File: src/rtl/exmem_pipe_reg.sv
// EX/MEM pipeline register: holds control and datapath fields between execute and memory,
// with stall/flush handling, a branch/jump redirect request and a saturating bubble counter.
module exmem_pipe_reg #(
    parameter int DATA_W = 32,
    parameter int ADDR_W = 32,
    parameter int REG_W  = 5,
    parameter int CNT_W  = 8
) (
    input  logic              clk,
    input  logic              rst,
    input  logic              stall,
    input  logic              flush,
    input  logic              valid_in,
    input  logic [1:0]        wb_in,
    input  logic [2:0]        m_in,
    input  logic              jump_in,
    input  logic [DATA_W-1:0] alu_res_in,
    input  logic              zero_in,
    input  logic [DATA_W-1:0] store_data_in,
    input  logic [REG_W-1:0]  dest_reg_in,
    input  logic [ADDR_W-1:0] br_target_in,
    input  logic [ADDR_W-1:0] jmp_target_in,
    output logic              valid_out,
    output logic [1:0]        wb_out,
    output logic              branch_out,
    output logic              mem_read_out,
    output logic              mem_write_out,
    output logic              jump_out,
    output logic [DATA_W-1:0] alu_res_out,
    output logic              zero_out,
    output logic [DATA_W-1:0] store_data_out,
    output logic [REG_W-1:0]  dest_reg_out,
    output logic [ADDR_W-1:0] br_target_out,
    output logic [ADDR_W-1:0] jmp_target_out,
    output logic              pc_src_out,
    output logic [CNT_W-1:0]  bubble_cnt
);

    logic              valid_reg;
    logic [1:0]        wb_reg;
    logic              branch_reg;
    logic              mem_read_reg;
    logic              mem_write_reg;
    logic              jump_reg;
    logic [DATA_W-1:0] alu_res_reg;
    logic              zero_reg;
    logic [DATA_W-1:0] store_data_reg;
    logic [REG_W-1:0]  dest_reg_reg;
    logic [ADDR_W-1:0] br_target_reg;
    logic [ADDR_W-1:0] jmp_target_reg;
    logic [CNT_W-1:0]  bubble_cnt_reg;
    logic [CNT_W-1:0]  bubble_cnt_next;

    // Counter stops at all-ones instead of wrapping.
    assign bubble_cnt_next = (&bubble_cnt_reg) ? bubble_cnt_reg : bubble_cnt_reg + 1'b1;

    always_ff @(posedge clk) begin
        if (rst) begin
            valid_reg      <= 1'b0;
            wb_reg         <= 2'b00;
            branch_reg     <= 1'b0;
            mem_read_reg   <= 1'b0;
            mem_write_reg  <= 1'b0;
            jump_reg       <= 1'b0;
            alu_res_reg    <= '0;
            zero_reg       <= 1'b0;
            store_data_reg <= '0;
            dest_reg_reg   <= '0;
            br_target_reg  <= '0;
            jmp_target_reg <= '0;
            bubble_cnt_reg <= '0;
        end else if (flush) begin
            // Bubble: kill controls only; datapath keeps its last contents.
            valid_reg      <= 1'b0;
            wb_reg         <= 2'b00;
            branch_reg     <= 1'b0;
            mem_read_reg   <= 1'b0;
            mem_write_reg  <= 1'b0;
            jump_reg       <= 1'b0;
            bubble_cnt_reg <= bubble_cnt_next;
        end else if (!stall) begin
            valid_reg      <= valid_in;
            wb_reg         <= valid_in ? wb_in : 2'b00;
            branch_reg     <= valid_in & m_in[2];
            mem_read_reg   <= valid_in & m_in[1];
            mem_write_reg  <= valid_in & m_in[0];
            jump_reg       <= valid_in & jump_in;
            alu_res_reg    <= alu_res_in;
            zero_reg       <= zero_in;
            store_data_reg <= store_data_in;
            dest_reg_reg   <= dest_reg_in;
            br_target_reg  <= br_target_in;
            jmp_target_reg <= jmp_target_in;
            if (!valid_in) begin
                bubble_cnt_reg <= bubble_cnt_next;
            end
        end
    end

    assign valid_out      = valid_reg;
    assign wb_out         = wb_reg;
    assign branch_out     = branch_reg;
    assign mem_read_out   = mem_read_reg;
    assign mem_write_out  = mem_write_reg;
    assign jump_out       = jump_reg;
    assign alu_res_out    = alu_res_reg;
    assign zero_out       = zero_reg;
    assign store_data_out = store_data_reg;
    assign dest_reg_out   = dest_reg_reg;
    assign br_target_out  = br_target_reg;
    assign jmp_target_out = jmp_target_reg;
    assign bubble_cnt     = bubble_cnt_reg;

    assign pc_src_out = valid_reg & ((branch_reg & zero_reg) | jump_reg);

endmodule

File: config.mk
export PLATFORM = sky130hd
export DESIGN_NAME = exmem_pipe_reg
export DESIGN_NICKNAME = d
export VERILOG_FILES = /design/src/rtl/exmem_pipe_reg.sv
export SDC_FILE = /design/constraint.sdc
export NUM_CORES = 1
export LEC_CHECK = 0
export CAP_MARGIN = 25
export CORE_AREA = 2 2 116 118
export DETAILED_ROUTE_END_ITERATION = 7
export DIE_AREA = 0 0 118 120
export DONT_BUFFER_PORTS = 1
export GPL_ROUTABILITY_DRIVEN = 0
export GPL_TIMING_DRIVEN = 0
export HOLD_SLACK_MARGIN = 0.08
export PLACE_DENSITY_LB_ADDON = 0.2
export SETUP_SLACK_MARGIN = 0.2
export SYNTH_ARGS = -nofsm -noshare
export SYNTH_HDL_FRONTEND = slang
export SYNTH_SLANG_ARGS = --single-unit
File: constraint.sdc
create_clock -name clk -period 3.4 [get_ports clk]
set_input_delay 0.17 -clock clk [delete_from_list [all_inputs] [get_ports clk]]
set_output_delay 0.17 -clock clk [all_outputs]
set_load 0.03 [all_outputs]
==> parameters.txt, run 1 <==
Parameter                              Value

Routing
  Routed wire length per instance ... 16.2 µm
  Remaining antenna violation count ... 0
  DR vias ... 5090
  Highest metal layer with signal wires ... met4
  Wire length after detailed routing ... 16200 µm
  Pre-antenna DRT Iters ... 6
  Number of vias per cell ... 5.07
  Number of DRC markers in iteration 0 ... 237
  Total length of routed met2 wires ... 8420 µm
  Count of unresolved DRC violations after routing ... 0
  Detailed-route wire length on metal 1 ... 6010 µm
  Total met3 wirelength after detailed routing ... 1360 µm

Placement
  Port Buffer Count ... 0
  Placed cells ... 827
  Post-detail-place hpwl ... 10700 µm
  Dpl cell area ... 5410 µm²

Logic synthesis
  Number of synthesized flops with an enable pin ... 0
  Multiplexer share of the synthesized area ... 0.00386
  Combinational family with the most area after synthesis ... simple AND/OR/NAND/NOR gates
  Main flop type after synthesis ... dfxtp_1
  Mapped Area ... 5190 µm²
  Gate Count Post-Synth ... 651
  Fraction of the mapped netlist area in compound gates ... 0.154
  Post-Syn Nets ... 797
  Seq/Total Area, Yosys ... 0.575
  XOR/XNOR Fraction of Synth Area ... 0.00506
  Simple-gate portion of the synthesized area ... 0.221
  Number of distinct library cells after synthesis ... 26
  Share of synthesized registers carrying an async set or reset ... 0
  Mean area per synthesized cell ... 7.97 µm²
  Total of flip-flops plus latches after synthesis ... 149
  Warnings, synthesis ... 0
  Share of synthesized cell area in full adder, half adder and majority cells ... 0.00241

Critical path
  CP Capture Point ... store_data_out[22]
  Type of element capturing the critical path ... flop
  Logic depth of the worst register-to-register path ... 5
  Required time of the worst setup path ... 3.74 ns
  WS Path Type ... in2reg
  Setup slack of the most critical reg-to-reg path ... 1.60 ns
  Slowest cell on crit path ... nor2_1
  Crit-path leading delay family ... buffers and inverters
  Chain of cells forming the critical path ... dlygate4sd3_1 -> buf_6 -> nor2_1 -> buf_4 -> buf_2 -> nand2_1 -> a21oi_1
  Data arrival at the endpoint of the critical path ... 2.23 ns
  Crit path max fanout ... 10
  Worst Setup Start Kind ... input pin
  Buf/Inv on CP ... 4
  Timing startpoint of the critical path ... stall
  Biggest cell delay along the critical path ... 0.58 ns
  Number of logic stages on the critical path including buffering ... 7
  Critical R2R Capture ... bubble_cnt[7]
  Beginning of the worst register-to-register path ... bubble_cnt[0]

Clock network
  Root Buffer Master ... clkbuf_16
  Number of buffers added for setup after CTS ... 0
  Number of H-tree levels ... 4
  Insertion delay to the later sink of the worst-skew pair ... 0.41 ns
  Clock transition at the registers of the reported paths ... 0.05 ns
  Num CTS Buffers ... 17
  Sink Count ... 149
  Max Buffers Root-to-Sink ... 2
  Clock tree from TritonCTS ... done

Layout
  Final instance area ... 7410 µm²
  Final instance count without filler cells ... 1003
  Layout-stage area growth over the synthesis result ... 42.7%
  Nets ... 963
  Layout cells sized above 1 ... 0.0496
  Most frequent standard cell in the layout excluding fill and tap cells ... nand2_1
  Final antenna diode count ... 0
  Highest-count cells in the layout ignoring fill and taps ... 270 x nand2_1, 149 x dfxtp_1, 147 x dlygate4sd3_1

STA
  Final worst path period need ... 1.90 ns
  Final count of hold timing violations ... 0
  Count of endpoints failing setup in the final report ... 0
  Worst-case headroom to the max-slew limit ... 0.507
  Clock skew ... 0.00418 ns
  Highest Clock Rate ... 0.527 GHz
  Worst Hold Margin ... 0.180 ns
  Fin crit share ... 0.558
  Sum of negative setup slack ... 0 ns
  Slew Limit Fails ... 0
  RSZ-0062 raised after global routing ... false
  Transition time at the pin with the least slew margin ... 0.737 ns

GRT
  Largest net degree at the start of global routing ... 17
  Congestion Overflow GR ... 0
  GR Util All Layers ... 0.222
  Number of global-route vias before repair ... 5003
  Wire length of the first global-routing pass ... 24800 µm
  Number of antenna violations at the first check in global routing ... 0

Floorplanning
  Total die area ... 14200 µm²
  I/O pin count ... 295
  Chip width ... 118 µm
  # rows ... 42
  Die outline height ... 120 µm
  Placeable core area ... 13000 µm²
  Effective utilization at floorplan ... 0.400

Power and ir drop
  Sequential fraction of design power ... 0.500
  Switching power total ... 0.00105 W
  Switching portion of total power ... 0.256
  Clock network fraction of total power ... 0.413
  PwrDens ... 551 nW/µm²
  Worst IR Drop VDD ... 0.000370 V
  Internal portion of total power ... 0.00303 W
  Leak Pwr ... 2.73 nW
  Share of total power in combinational logic ... 0.087

Min path
  Worst hold path type ... in2reg

Status
  Outcome ... complete, no violations

Job
  Count of max-cap constraint violations ... 0
## repair_timing
item	4_1_cts	5_1_grt
hold endpoints to repair	142	0
gates resized for setup	0	0
hold buffers	147	0
## Yosys cell counts (2+ instances only)
cell      count  share of area
nor2b_1       3         0.0036
or3_1         2         0.0024
nor2_1       13         0.0094
o211ai_1      2         0.0029
xor2_1        3         0.0051
buf_2        11          0.011
buf_1         2         0.0014
dfxtp_1     149           0.57
nand2_1     270           0.20
mux2i_1       2         0.0039
o21ai_0       2         0.0019
nand3_1       3         0.0029
clkbuf_1     32          0.023
or2_2         2         0.0024
a22oi_1       6         0.0087
a21oi_1     139           0.13
## per-stage QoR
stage	setup slack (ns)	power, W	utilization
2_1_floorplan	1.79	0.00222	-
3_3_place_gp	1.61	0.00228	0.417
3_5_place_dp	1.58	0.00229	0.417
4_1_cts	1.51	0.00410	0.571
5_1_grt	1.29	0.00423	0.571
6_report	1.50	0.00408	0.571
## how the worst min path moves through the flow
stage | from | to | slack [ns] | cells after the start
global route | flush | bubble_cnt[2] | 0.21 | 4
CTS | valid_in | valid_out | 0.13 | 3
detailed placement | br_target_in[26] | br_target_out[26] | 0.31 | 2
global placement | jmp_target_in[22] | jmp_target_out[22] | 0.31 | 2
finish | valid_in | valid_out | 0.18 | 3
floorplan | alu_res_in[3] | alu_res_out[3] | 0.31 | 2
## worst reg2reg max path, cell delays in order, from the launching register on
cell and delay [ns]:
dfxtp_1 0.57, ha_1 0.28, nand3_1 0.17, o211ai_1 0.41, o21ai_0 0.15, a21oi_1 0.14
## cell families (layout without fill, tap and decap cells)
logic type,count (synthesis),after routing
AO/OA/AOI/OAI,152,152
XOR/XNOR,3,3
adder cells (fa/ha/maj),1,1
buffers and inverters,47,223
flip-flops,149,149
multiplexers,2,2
AND/OR/NAND/NOR,297,297
## cell type report
class                      count  area, µm²
buffer                        47        201
multi-input combinational    455       2010
timing repair buffer         147       1470
fill                        1125       5570
clock inverter                 5       52.6
clock buffer                  24        472
tap                          176        220
sequential                   149       2980
## power by group through the flow
stage               Sequential (W)  Clock (W)  Combinational [W]
floorplan                  0.00205          0           0.000162
global placement           0.00208          0           0.000200
detailed placement         0.00208          0           0.000208
CTS                        0.00204    0.00172           0.000347
global route               0.00205    0.00179           0.000392
finish                     0.00204    0.00169           0.000353
## per-layer routing
| metal | vias up | track usage |
|---|---|---|
| met5 | - | 0 |
| met4 | 0 | 0.100 |
| met3 | 44 | 0.0741 |
| met2 | 233 | 0.400 |
| met1 | 2368 | 0.235 |
| li1 | 2445 | - |
No activity file was read; power rests on OpenSTA's default activity.
==> inputs of run 2 (changes only) <==
ABC_AREA = 1   (was unset)
CORE_AREA = 2 2 113 115   (was 2 2 116 118)
DIE_AREA = 0 0 115 117   (was 0 0 118 120)
clock period = 1.7 ns   (was 3.4 ns; I/O delays follow)
==> run 2 against run 1 <==
  * Non-clock buffer count is 1 higher
  * Area after synthesis increased by 2.5%
  * Final area up 3.5%
  * Global-route usage grew 1.6 points
  * Critical path depth down 5
  * Setup slack got worse by 1.2 ns
  * Combinational power is 120% higher
  * Clock skew is 0.0027 ns lower
  * Synthesized cell count grew 5.2%
  * Flip-flop and latch count is the same
  * Critical path type is now reg2out
  * Largest cell class unchanged
==> parameters.txt, run 2 <==
Parameter                              Value

GRT
  Largest net degree at the start of global routing ... 17 (unchanged)
  Wire length of the first global-routing pass ... 24800 µm (about the same)
  Number of global-route vias before repair ... 5037 (was 5003)
  Number of antenna violations at the first check in global routing ... 0 (unchanged)
  Congestion Overflow GR ... 0 (unchanged)
  GR Util All Layers ... 0.238 (was 0.222)

Logic synthesis
  Total of flip-flops plus latches after synthesis ... 149 (unchanged)
  Main flop type after synthesis ... dfxtp_1 (unchanged)
  Mean area per synthesized cell ... 7.77 µm² (was 7.97 µm²)
  Multiplexer share of the synthesized area ... 0 (was 0.00386)
  Post-synth top area share ... 0.561 (was 0.575)
  Post-synthesis cell type with the largest combined area ... dfxtp_1 (unchanged)
  Main area contributors after synthesis ... dfxtp_1 56%, nor2_1 20%, o21ai_0 11%, nand2_1 2.3%, buf_6 1.9% (was dfxtp_1 57%, nand2_1 20%, a21oi_1 13%, clkbuf_1 2.3%, buf_2 1.1%)
  Fraction of the mapped netlist area in compound gates ... 0.141 (was 0.154)
  Simple-gate portion of the synthesized area ... 0.236 (was 0.221)
  Post-Syn Nets ... 831 (was 797)
  XOR/XNOR Fraction of Synth Area ... 0.00329 (was 0.00506)
  Share of synthesized cell area in full adder, half adder and majority cells ... 0.00235 (was 0.00241)
  Most repeated cell in the gate-level netlist after synthesis ... nor2_1 (was nand2_1)
  Warnings, synthesis ... 0 (unchanged)
  Share of synthesized registers carrying an async set or reset ... 0 (unchanged)
  Gate Count Post-Synth ... 685 (was 651)
  Combinational family with the most area after synthesis ... simple AND/OR/NAND/NOR gates (unchanged)
  Seq/Total Area, Yosys ... 0.561 (was 0.575)
  Synth top cells by count ... 287 x nor2_1, 149 x dfxtp_1, 122 x o21ai_0 (was 270 x nand2_1, 149 x dfxtp_1, 139 x a21oi_1)
  Number of distinct library cells after synthesis ... 20 (was 26)
  Mapped Area ... 5320 µm² (was 5190 µm²)
  Number of synthesized flops with an enable pin ... 0 (unchanged)

Placement
  Worst setup slack after placement ... 0.0631 ns (was 1.58 ns)
  Port Buffer Count ... 0 (unchanged)
  Dpl cell area ... 5510 µm² (was 5410 µm²)
  Post-detail-place hpwl ... 10600 µm (was 10700 µm)

Clock network
  Sink Count ... 149 (unchanged)
  Number of H-tree levels ... 4 (unchanged)
  Root Buffer Master ... clkbuf_16 (unchanged)
  Insertion delay to the later sink of the worst-skew pair ... 0.42 ns (was 0.41 ns)
  Max Buffers Root-to-Sink ... 2 (unchanged)
  Num CTS Buffers ... 17 (unchanged)
  Clock tree from TritonCTS ... done (unchanged)
  Clock transition at the registers of the reported paths ... 0.06 ns (was 0.05 ns)

Layout
  Highest-count cells in the layout ignoring fill and taps ... 285 x nor2_1, 151 x dlygate4sd3_1, 139 x dfxtp_1 (was 270 x nand2_1, 149 x dfxtp_1, 147 x dlygate4sd3_1)
  Share of the core filled with cells in the final layout ... 0.622 (was 0.571)
  Final instance area ... 7660 µm² (was 7410 µm²)
  Area taken by multi-input logic gates ... 2050 µm² (was 2010 µm²)
  Area taken by flip-flops and latches ... 3000 µm² (was 2980 µm²)
  Number of fill cells in the layout ... 969 (was 1125)
  Final antenna diode count ... 0 (unchanged)
  Layout-stage area growth over the synthesis result ... 44.0% (was 42.7%)
  Layout cells sized above 1 ... 0.0806 (was 0.0496)
  Most frequent standard cell in the layout excluding fill and tap cells ... nor2_1 (was nand2_1)
  Nets ... 1001 (was 963)

STA
  Fin crit share ... 0.833
  Count of endpoints failing setup in the final report ... 0 (unchanged)
  Min setup slack post-route ... 0.283 ns (was 1.50 ns)
  Transition time at the pin with the least slew margin ... 0.508 ns (was 0.737 ns)
  RSZ-0062 raised after global routing ... false (unchanged)
  Worst-case headroom to the max-slew limit ... 0.661 (was 0.507)
  Final count of hold timing violations ... 0 (unchanged)
  Highest Clock Rate ... 0.706 GHz
  Slew Limit Fails ... 0 (unchanged)
  Clock skew ... 0.00147 ns (was 0.00418 ns)
  Worst Hold Margin ... 0.146 ns (was 0.180 ns)
  Final worst path period need ... 1.42 ns
  Sum of negative setup slack ... 0 ns (unchanged)

Min path
  Worst hold path cell count ... 4 (was 3)
  Worst hold path type ... in2reg (unchanged)

Floorplanning
  I/O pin count ... 295 (unchanged)
  Die outline height ... 117 µm (was 120 µm)
  # rows ... 41 (was 42)
  Chip width ... 115 µm (was 118 µm)
  Total die area ... 13500 µm² (was 14200 µm²)
  Effective utilization at floorplan ... 0.432 (was 0.400)
  Placeable core area ... 12300 µm² (was 13000 µm²)

Critical path
  Crit path max fanout ... 2 (was 10)
  Chain of cells forming the critical path ... inv_1 -> nor2_4 (was dlygate4sd3_1 -> buf_6 -> nor2_1 -> buf_4 -> buf_2 -> nand2_1 -> a21oi_1)
  Biggest cell delay along the critical path ... 0.52 ns (was 0.58 ns)
  Worst Setup Start Kind ... flop (was input pin)
  Type of element capturing the critical path ... output port (was flop)
  Buf/Inv on CP ... 1 (was 4)
  WS Path Type ... reg2out (was in2reg)
  Logic depth of the worst register-to-register path ... 3 (was 5)
  Data arrival at the endpoint of the critical path ... 1.33 ns (was 2.23 ns)
  Required time of the worst setup path ... 1.62 ns (was 3.74 ns)
  Crit-path leading delay family ... flip-flops (was buffers and inverters)
  Slowest cell on crit path ... dfxtp_1 (was nor2_1)
  Number of logic stages on the critical path including buffering ... 2 (was 7)

Power and ir drop
  PwrDens ... 1160 nW/µm² (was 551 nW/µm²)
  Worst IR Drop VDD ... 0.000996 V (was 0.000370 V)
  Leak Pwr ... 3.25 nW (was 2.73 nW)

Routing
  Number of vias per cell ... 5.19 (was 5.07)
  Number of DRC markers in iteration 0 ... 334 (was 237)
  Pre-antenna DRT Iters ... 6 (unchanged)
  Routed wire length per instance ... 16.7 µm (was 16.2 µm)
  Count of unresolved DRC violations after routing ... 0 (unchanged)
  Wire length after detailed routing ... 17000 µm (was 16200 µm)
  Remaining antenna violation count ... 0 (unchanged)
  DR vias ... 5283 (was 5090)

Job
  Count of max-cap constraint violations ... 0 (unchanged)

Status
  Outcome ... complete, no violations (unchanged)
[run 2: logic make-up (layout without fill, tap and decap cells)]
kind of cell    after synthesis  in the layout
simple gates                327            327
flops                       149            149
fa+ha+maj                     1              1
xor+xnor                      2              2
buf+inv                      57            240
compound gates              149            149
[run 2: what timing repair did]
action | in CTS | in global routing
resized for setup | 7 | 10
pin swaps | 0 | 1
setup buffers | 0 | 0
hold endpoints to repair | 144 | 0
hold buffers | 151 | 0
endpoints found under the setup margin | 9 | 14
[run 2: worst reg2reg max path, delay by kind of cell, from the launching register on]
kind	cells	cell delay, ns
AOI/OAI and AO/OA	1	0.14
buffers and inverters	1	0.56
DFF	1	0.52
and+or+nand+nor	1	0.11
[run 2: final cells by class]
type	count	share of cell area
clock buffers	23	0.0624
well taps	150	0.0245
clock inverters	9	0.0163
repair buffers	151	0.197
plain buffers	44	0.0336
multi-input cells	479	0.268
flip-flops and latches	149	0.392
inverters	13	0.00637
[run 2: worst paths after layout]
check	from	endpoint	slack (ns)
worst min-delay path	rst	bubble_cnt[6]	0.15
worst max register to register	wb_out[1]	wb_out[1]	0.31
worst min register to register	branch_out	branch_out	0.57
worst max-delay path	valid_out	pc_src_out	0.28
[run 2: where the power goes]
part | switching, W | leakage (nW) | internal [W]
Clock | 0.00140 | 0.293 | 0.00241
Sequential | 0.000603 | 1.23 | 0.00372
Combinational | 0.000387 | 1.73 | 0.000395
Total | 0.00239 | 3.25 | 0.00653
[run 2: per-layer routing]
| layer | vias up | GRT usage | share of wire |
|---|---|---|---|
| li1 | 2536 | - | - |
| met3 | 43 | 0.0896 | 0.093 |
| met2 | 296 | 0.419 | 0.50 |
| met4 | 0 | 0.112 | 0.028 |
| met5 | - | 0 | 0 |
| met1 | 2408 | 0.252 | 0.38 |
[run 2: through the flow]
step                      std cells  total power (W)
after CTS                      1018          0.00894
after floorplan                 685          0.00469
final                          1018          0.00892
after global placement          835          0.00483
after global routing           1018          0.00925
after detailed placement        835          0.00486
